<file path="config.mk">
export PLATFORM = sky130hd
export DESIGN_NAME = tubo_carriles
export DESIGN_NICKNAME = d
export VERILOG_FILES = /design/src/rtl/tubo_carriles.sv
export SDC_FILE = /design/constraint.sdc
export NUM_CORES = 1
export LEC_CHECK = 0
export CAP_MARGIN = 20
export CORE_MARGIN = 2
export CORE_UTILIZATION = 65
export CTS_BUF_LIST = sky130_fd_sc_hd__clkbuf_8
export CTS_CLUSTER_DIAMETER = 200
export DETAILED_ROUTE_END_ITERATION = 10
export PLACE_DENSITY = 0.84
export SLEW_MARGIN = 20
export SYNTH_ARGS = -nofsm -noshare
export SYNTH_HDL_FRONTEND = slang
export SYNTH_SLANG_ARGS = --single-unit
</file>
<file path="constraint.sdc">
create_clock -name clk -period 5.85 [get_ports clk]
set_input_delay 1.17 -clock clk [delete_from_list [all_inputs] [get_ports clk]]
set_output_delay 1.17 -clock clk [all_outputs]
set_load 0.01 [all_outputs]
</file>
<file path="src/rtl/tubo_carriles.sv">
// Purpose: multi-lane falling-note engine; spawns notes, moves them on the frame tick,
//          judges pad strikes against a hit band, and renders per-pixel colour.
// Latency: spawn/hit/miss take effect one cycle after the request; pintar/pixel lag presentX/presentY by one cycle.
// Backpressure: spawn_ready drops when the addressed lane has no free slot or the lane index is out of range.
// Ports: clk/reset (sync, active-high), clear (flush notes, keep counters),
//        video_on/maquinaOut/presentX/presentY (VGA side), contar (frame tick),
//        spawn_valid/spawn_lane/spawn_ready (sequencer), hit_req (pads),
//        hit_pulse/miss_pulse/hit_count/miss_count (scoring), pintar/pixel (colour out).
module tubo_carriles #(
    parameter int          LANES       = 5,
    parameter int          SLOTS       = 4,
    parameter int          LANE_X0     = 80,
    parameter int          LANE_PITCH  = 96,
    parameter int          NOTE_W      = 64,
    parameter int          NOTE_H      = 64,
    parameter int          SPEED       = 1,
    parameter int          SCREEN_H    = 480,
    parameter int          HIT_Y       = 400,
    parameter int          HIT_WIN     = 16,
    parameter logic [23:0] LANE_COLORS = 24'o62541,
    parameter logic [2:0]  FONDO       = 3'd7
) (
    input  logic             clk,
    input  logic             reset,
    input  logic             clear,
    input  logic             video_on,
    input  logic             maquinaOut,
    input  logic [9:0]       presentX,
    input  logic [9:0]       presentY,
    input  logic             contar,
    input  logic             spawn_valid,
    input  logic [2:0]       spawn_lane,
    output logic             spawn_ready,
    input  logic [LANES-1:0] hit_req,
    output logic [LANES-1:0] hit_pulse,
    output logic [LANES-1:0] miss_pulse,
    output logic [15:0]      hit_count,
    output logic [15:0]      miss_count,
    output logic             pintar,
    output logic [2:0]       pixel
);

    // Hit band bounds; the lower bound clamps at zero for wide windows.
    localparam int BAND_LO = (HIT_Y > HIT_WIN) ? (HIT_Y - HIT_WIN) : 0;
    localparam int BAND_HI = HIT_Y + HIT_WIN;

    logic [SLOTS-1:0] act_q [LANES];
    logic [SLOTS-1:0] act_d [LANES];
    logic [9:0]       y_q   [LANES][SLOTS];
    logic [9:0]       y_d   [LANES][SLOTS];
    logic [LANES-1:0] hit_q, hit_d, miss_q, miss_d;
    logic [15:0]      hcnt_q, hcnt_d, mcnt_q, mcnt_d;
    logic             pin_q, pin_d;
    logic [2:0]       lane_q, lane_d;

    // Slot update: hits are judged on pre-tick y, the tick skips slots hit this
    // cycle (so hit beats retire), and spawns only consume slots that were
    // already free at the start of the cycle.
    always_comb begin
        logic        hfound;
        logic        sfound;
        logic        retire;
        logic [10:0] y11;
        logic [10:0] sum;
        logic [16:0] hsum;
        logic [16:0] msum;

        act_d       = act_q;
        y_d         = y_q;
        hit_d       = '0;
        miss_d      = '0;
        spawn_ready = 1'b0;
        hfound      = 1'b0;
        sfound      = 1'b0;
        retire      = 1'b0;
        y11         = '0;
        sum         = '0;

        for (int i = 0; i < LANES; i++) begin
            hfound = 1'b0;
            sfound = 1'b0;
            retire = 1'b0;
            if (spawn_lane == 3'(i)) begin
                spawn_ready = ~&act_q[i];
            end
            for (int s = 0; s < SLOTS; s++) begin
                y11 = {1'b0, y_q[i][s]};
                if (hit_req[i] && !hfound && act_q[i][s] &&
                    y11 >= 11'(BAND_LO) && y11 <= 11'(BAND_HI)) begin
                    hfound      = 1'b1;
                    act_d[i][s] = 1'b0;
                end
            end
            for (int s = 0; s < SLOTS; s++) begin
                sum = {1'b0, y_q[i][s]} + 11'(SPEED);
                if (contar && act_q[i][s] && act_d[i][s]) begin
                    if (sum >= 11'(SCREEN_H)) begin
                        act_d[i][s] = 1'b0;
                        retire      = 1'b1;
                    end else begin
                        y_d[i][s] = sum[9:0];
                    end
                end
            end
            for (int s = 0; s < SLOTS; s++) begin
                if (spawn_valid && spawn_lane == 3'(i) && !sfound && !act_q[i][s]) begin
                    sfound      = 1'b1;
                    act_d[i][s] = 1'b1;
                    y_d[i][s]   = '0;
                end
            end
            hit_d[i]  = hfound;
            miss_d[i] = retire | (hit_req[i] & ~hfound);
        end

        hsum   = {1'b0, hcnt_q} + 17'($countones(hit_d));
        msum   = {1'b0, mcnt_q} + 17'($countones(miss_d));
        hcnt_d = hsum[16] ? 16'hFFFF : hsum[15:0];
        mcnt_d = msum[16] ? 16'hFFFF : msum[15:0];
    end

    // Pixel hit test: strict on the left/top edge, inclusive on the right/bottom.
    always_comb begin
        logic [10:0] xl;
        logic [10:0] yt;
        pin_d  = 1'b0;
        lane_d = '0;
        xl     = '0;
        yt     = '0;
        for (int i = 0; i < LANES; i++) begin
            xl = 11'(LANE_X0 + i * LANE_PITCH);
            for (int s = 0; s < SLOTS; s++) begin
                yt = {1'b0, y_q[i][s]};
                if (!pin_d && act_q[i][s] &&
                    {1'b0, presentX} > xl && {1'b0, presentX} <= xl + 11'(NOTE_W) &&
                    {1'b0, presentY} > yt && {1'b0, presentY} <= yt + 11'(NOTE_H)) begin
                    pin_d  = 1'b1;
                    lane_d = 3'(i);
                end
            end
        end
    end

    always_ff @(posedge clk) begin
        if (reset || clear) begin
            for (int i = 0; i < LANES; i++) begin
                act_q[i] <= '0;
                for (int s = 0; s < SLOTS; s++) begin
                    y_q[i][s] <= '0;
                end
            end
            hit_q  <= '0;
            miss_q <= '0;
            pin_q  <= 1'b0;
            lane_q <= '0;
            if (reset) begin
                hcnt_q <= '0;
                mcnt_q <= '0;
            end
        end else begin
            act_q  <= act_d;
            y_q    <= y_d;
            hit_q  <= hit_d;
            miss_q <= miss_d;
            hcnt_q <= hcnt_d;
            mcnt_q <= mcnt_d;
            pin_q  <= pin_d;
            lane_q <= lane_d;
        end
    end

    assign hit_pulse  = hit_q;
    assign miss_pulse = miss_q;
    assign hit_count  = hcnt_q;
    assign miss_count = mcnt_q;
    assign pintar     = pin_q;
    assign pixel      = (video_on && maquinaOut && pin_q) ?
                        LANE_COLORS[5'(lane_q) * 5'd3 +: 3] : FONDO;

endmodule
</file>
==> impl_metrics.prom <==
# TYPE chip_impl_metric gauge
chip_impl_info{name="hold_path_end",value="y_q[92]"} 1
chip_impl_info{name="timing.critical_path.to_type",value="register"} 1
chip_impl_metric{name="ys_async_sr_fraction",unit="%"} 0
chip_impl_metric{name="slew_viol_final",unit=""} 0
chip_impl_info{name="critical_path.reg2reg.endpoint",value="miss_count[14]"} 1
chip_impl_metric{name="critical_path_required",unit="ns"} 6.24
chip_impl_metric{name="cts_num_sinks",unit=""} 266
chip_impl_metric{name="vdd.ir_drop.worst",unit="µV"} 227
chip_impl_metric{name="cts_buf_count",unit=""} 50
chip_impl_metric{name="routed_wl",unit="µm"} 65500
chip_impl_info{name="worst_setup_path_start_kind",value="register"} 1
chip_impl_metric{name="routed_via_density",unit=""} 6.44
chip_impl_info{name="hold_path.class",value="reg -> reg"} 1
chip_impl_metric{name="insertion_delay",unit="ns"} 0.66
chip_impl_metric{name="max_slew_margin",unit="%"} 23.5
chip_impl_metric{name="areaGrowthSynthToFinish",unit="%"} 10.6
chip_impl_metric{name="route.detailed.wl_per_inst",unit="µm"} 18.6
chip_impl_metric{name="synth_top_area_share",unit="%"} 20.0
chip_impl_metric{name="max_clock_freq",unit="MHz"} 187
chip_impl_metric{name="ff_latch_area",unit="µm²"} 5650
chip_impl_info{name="hp-start",value="y_q[92]"} 1
chip_impl_metric{name="drt-pass1-iter-count",unit=""} 6
chip_impl_metric{name="final_weighted_congestion_in_routability_driven_placement",unit=""} 0.940
chip_impl_metric{name="cap_viol_max_count",unit=""} 0
chip_impl_metric{name="gr-total-overflow",unit=""} 0
chip_impl_metric{name="post-cts-setup-buffer-count",unit=""} 0
chip_impl_info{name="ys_top_cells_by_area",value="dfxtp_1 (20%), ha_1 (20%), xnor2_1 (7.5%)"} 1
chip_impl_metric{name="postSynthCellCount",unit=""} 2909
chip_impl_metric{name="postCtsResizedCells",unit=""} 0
chip_impl_metric{name="start_util",unit="%"} 66.0
chip_impl_info{name="most_frequent_cell_after_synthesis",value="ha_1"} 1
chip_impl_metric{name="worst_r2r_path_depth",unit=""} 22
chip_impl_metric{name="setup_viol_count_final",unit=""} 0
chip_impl_metric{name="final-instance-count-excl-fill",unit=""} 3519
chip_impl_metric{name="num_vias",unit=""} 22700
chip_impl_metric{name="cp.buffers_inverters",unit=""} 3
chip_impl_metric{name="mappedNetlistArea",unit="µm²"} 23500
chip_impl_metric{name="combined_global_route_utilization_of_all_metal_layers",unit="%"} 34.3
chip_impl_info{name="dominantRegCellSynth",value="dfxtp_1"} 1
chip_impl_info{name="cells_along_the_critical_path",value="ha_1 -> xnor2_1 -> nor4b_1 -> o21ai_1 -> o21ai_0 -> a21oi_1 -> o22ai_1 -> nor3_1 -> buf_4 -> fa_1 -> inv_1 -> fa_1 -> ha_1 -> inv_1 -> fa_1 -> nor2b_1 -> o211ai_1 -> nor2_1 -> and2_1 -> nand3_1 -> nor3b_1 -> nor3_1"} 1
chip_impl_metric{name="fin_ws",unit="ns"} 0.504
chip_impl_metric{name="critical_path_peak_fanout",unit=""} 8
chip_impl_metric{name="tightestPinTransition",unit="ns"} 1.15
chip_impl_metric{name="ctsHoldBuffers",unit=""} 0
chip_impl_info{name="cts_tree",value="built"} 1
chip_impl_metric{name="hold_violations",unit=""} 0
chip_impl_metric{name="data_arrival_time_of_the_worst_path",unit="ns"} 5.74
chip_impl_metric{name="grt_pass1_wl",unit="µm"} 108000
chip_impl_metric{name="dieArea",unit="µm²"} 37600
chip_impl_info{name="worst_r2r_startpoint",value="y_q[187]"} 1
chip_impl_metric{name="total_power",unit="mW"} 4.41
chip_impl_metric{name="yosys_register_bits",unit=""} 266
chip_impl_metric{name="synth_area_per_cell",unit="µm²"} 8.07
chip_impl_metric{name="clock_path_buffers",unit=""} 3
chip_impl_metric{name="detailed_place.area",unit="µm²"} 24900
chip_impl_metric{name="remaining_drc_errors",unit=""} 0
chip_impl_metric{name="cell_area_after_layout",unit="µm²"} 26000
chip_impl_metric{name="worst_path_largest_cell_delay",unit="ns"} 0.50
chip_impl_metric{name="timing.reg2reg.setup_slack",unit="ns"} 0.50
chip_impl_info{name="cpMostUsedCell",value="fa_1"} 1
chip_impl_metric{name="power-per-cell-area",unit="nW/µm²"} 170
chip_impl_info{name="rsz_0062_raised_after_global_routing",value="false"} 1
chip_impl_metric{name="hold-path-cell-count",unit=""} 2
chip_impl_metric{name="multi_input_comb_area",unit="µm²"} 16600
chip_impl_metric{name="worst_setup_skew_after_layout",unit="ns"} 0.0321
chip_impl_metric{name="synth-seq-area-share",unit="%"} 24.1
chip_impl_metric{name="synth.distinct_cells",unit=""} 94
chip_impl_metric{name="drt_iter0_markers",unit=""} 1744
chip_impl_metric{name="number_of_cell_rows",unit=""} 69
chip_impl_metric{name="htree_num_levels",unit=""} 2
chip_impl_info{name="worst_path_max_delay_cell",value="dfxtp_1"} 1
chip_impl_metric{name="hpwlAfterDp",unit="µm"} 48400
chip_impl_metric{name="clkTransAtPathRegs",unit="ns"} 0.07
chip_impl_metric{name="fillerInstances",unit=""} 2757
chip_impl_metric{name="port_buffers",unit=""} 81
chip_impl_metric{name="place_worst_setup_slack",unit="ns"} -0.0600
chip_impl_info{name="run_status",value="finished clean"} 1
chip_impl_info{name="worstSetupPathType",value="reg -> reg"} 1
chip_impl_metric{name="grt_antenna_before_repair",unit=""} 1
chip_impl_metric{name="fraction_of_layout_instances_using_a_drive_strength_above_1",unit="%"} 5.92
chip_impl_info{name="synth_largest_area_cell",value="dfxtp_1"} 1
chip_impl_metric{name="synth-edff-count",unit=""} 32
chip_impl_metric{name="io-pin-count",unit=""} 82
chip_impl_metric{name="ys_warn_count",unit=""} 0
chip_impl_metric{name="num-nets-final",unit=""} 3431
chip_impl_metric{name="first_global_vias",unit=""} 22200
chip_impl_metric{name="die_y",unit="µm"} 194
chip_impl_metric{name="grt_max_degree",unit=""} 37
chip_impl_metric{name="synth_nets",unit=""} 3321
chip_impl_info{name="yosys-top-cells-count",value="ha_1 (371), nor2_1 (328), inv_1 (246)"} 1
chip_impl_metric{name="placed_cells",unit=""} 3428
chip_impl_metric{name="period_minus_slack",unit="ns"} 5.35
chip_impl_metric{name="dieWidth",unit="µm"} 194
chip_impl_info{name="cts.root.buffer_cell",value="clkbuf_8"} 1
chip_impl_metric{name="power.static_leakage",unit="nW"} 9.22
chip_impl_info{name="cp_top_family",value="adder cells"} 1
chip_impl_metric{name="final_period_util",unit="%"} 91.4
chip_impl_metric{name="core_region_area",unit="µm²"} 35600
chip_impl_metric{name="ant_nets",unit=""} 0
[layout by cell type (no fill, tap or decap), drive strengths merged, types with 22 or more instances in the layout]
master	instances
nand4	78
nand2b	24
a41oi	26
inv	265
nand3	141
o211ai	22
o21ai	86
nand2	212
a311oi	28
ha	371
clkbuf	66
xnor2	200
clkdlybuf4s50	71
or3	32
nor2b	31
nor3	117
a31oi	22
buf	56
a21o	32
dfxtp	234
nor4	28
nor2	328
edfxtp	32
and3	39
a21oi	150
o21a	28
[through the flow]
stage	TNS [ns]	util [%]	hold WS, ns
global route	0	73.0	0.562
floorplan	0	-	0.482
detailed placement	-0.0763	69.9	0.513
CTS	0	72.9	0.525
finish	0	73.0	0.530
global placement	0	69.9	0.502
[final cells by class]
type                    instances  share of cell area [%]
multi-input cells            2322                    64.0
flip-flops and latches        266                    21.8
repair buffers                127                    4.25
inverters                     252                    3.64
clock buffers                  66                    3.50
well taps                     461                    2.22
clock inverters                24                   0.665
diodes                          1                 0.00964
[power by group]
group | switching (mW) | total [mW] | internal (mW) | leakage, nW
Combinational | 0.327 | 0.550 | 0.223 | 6.37
Clock | 0.871 | 1.97 | 1.10 | 0.608
Sequential | 0.0226 | 1.89 | 1.87 | 2.24
Total | 1.22 | 4.41 | 3.19 | 9.22
[flip-flops by register name, indices dropped and copies added, names as in the netlist]
| name | count |
|---|---|
| act_q | 20 |
| hit_count | 16 |
| hit_pulse | 5 |
| lane_q | 3 |
| miss_count | 16 |
| miss_pulse | 5 |
| pintar | 1 |
| y_q | 200 |
[cells by family (layout without fill, tap and decap cells)]
group,Yosys count,after routing,synth area share [%]
xor+xnor,211,211,7.88
mux,22,22,1.01
other cells,0,1,0
simple gates,1133,1133,24.4
flops,266,266,24.1
buf+inv,321,469,5.25
compound gates,577,577,17.0
fa+ha+maj,379,379,20.4
[worst max path at each step]
stage                    start             end  depth (start not counted)
finish                y_q[187]  miss_count[14]                         22
global route          y_q[107]  miss_count[14]                         22
CTS                   y_q[186]  miss_count[14]                         23
detailed placement  hit_req[0]  miss_count[14]                         21
global placement    hit_req[0]  miss_count[14]                         21
floorplan           hit_req[0]  miss_count[14]                         19
[tightest hold or removal path, stage by stage, from the launching register on]
cell and delay [ns]:
dfxtp_1 0.36, nand2_1 0.07, mux2i_1 0.06
[metal layers]
layer	wire length (µm)	part of all wire [%]	vias up	GRT usage, %
li1	-	-	10800	-
met1	26900	41	10700	42.1
met2	30600	47	969	58.1
met3	5090	7.8	210	6.07
met4	2910	4.4	2	16.5
met5	15	0.023	-	0
No activity file was read; power rests on OpenSTA's default activity.
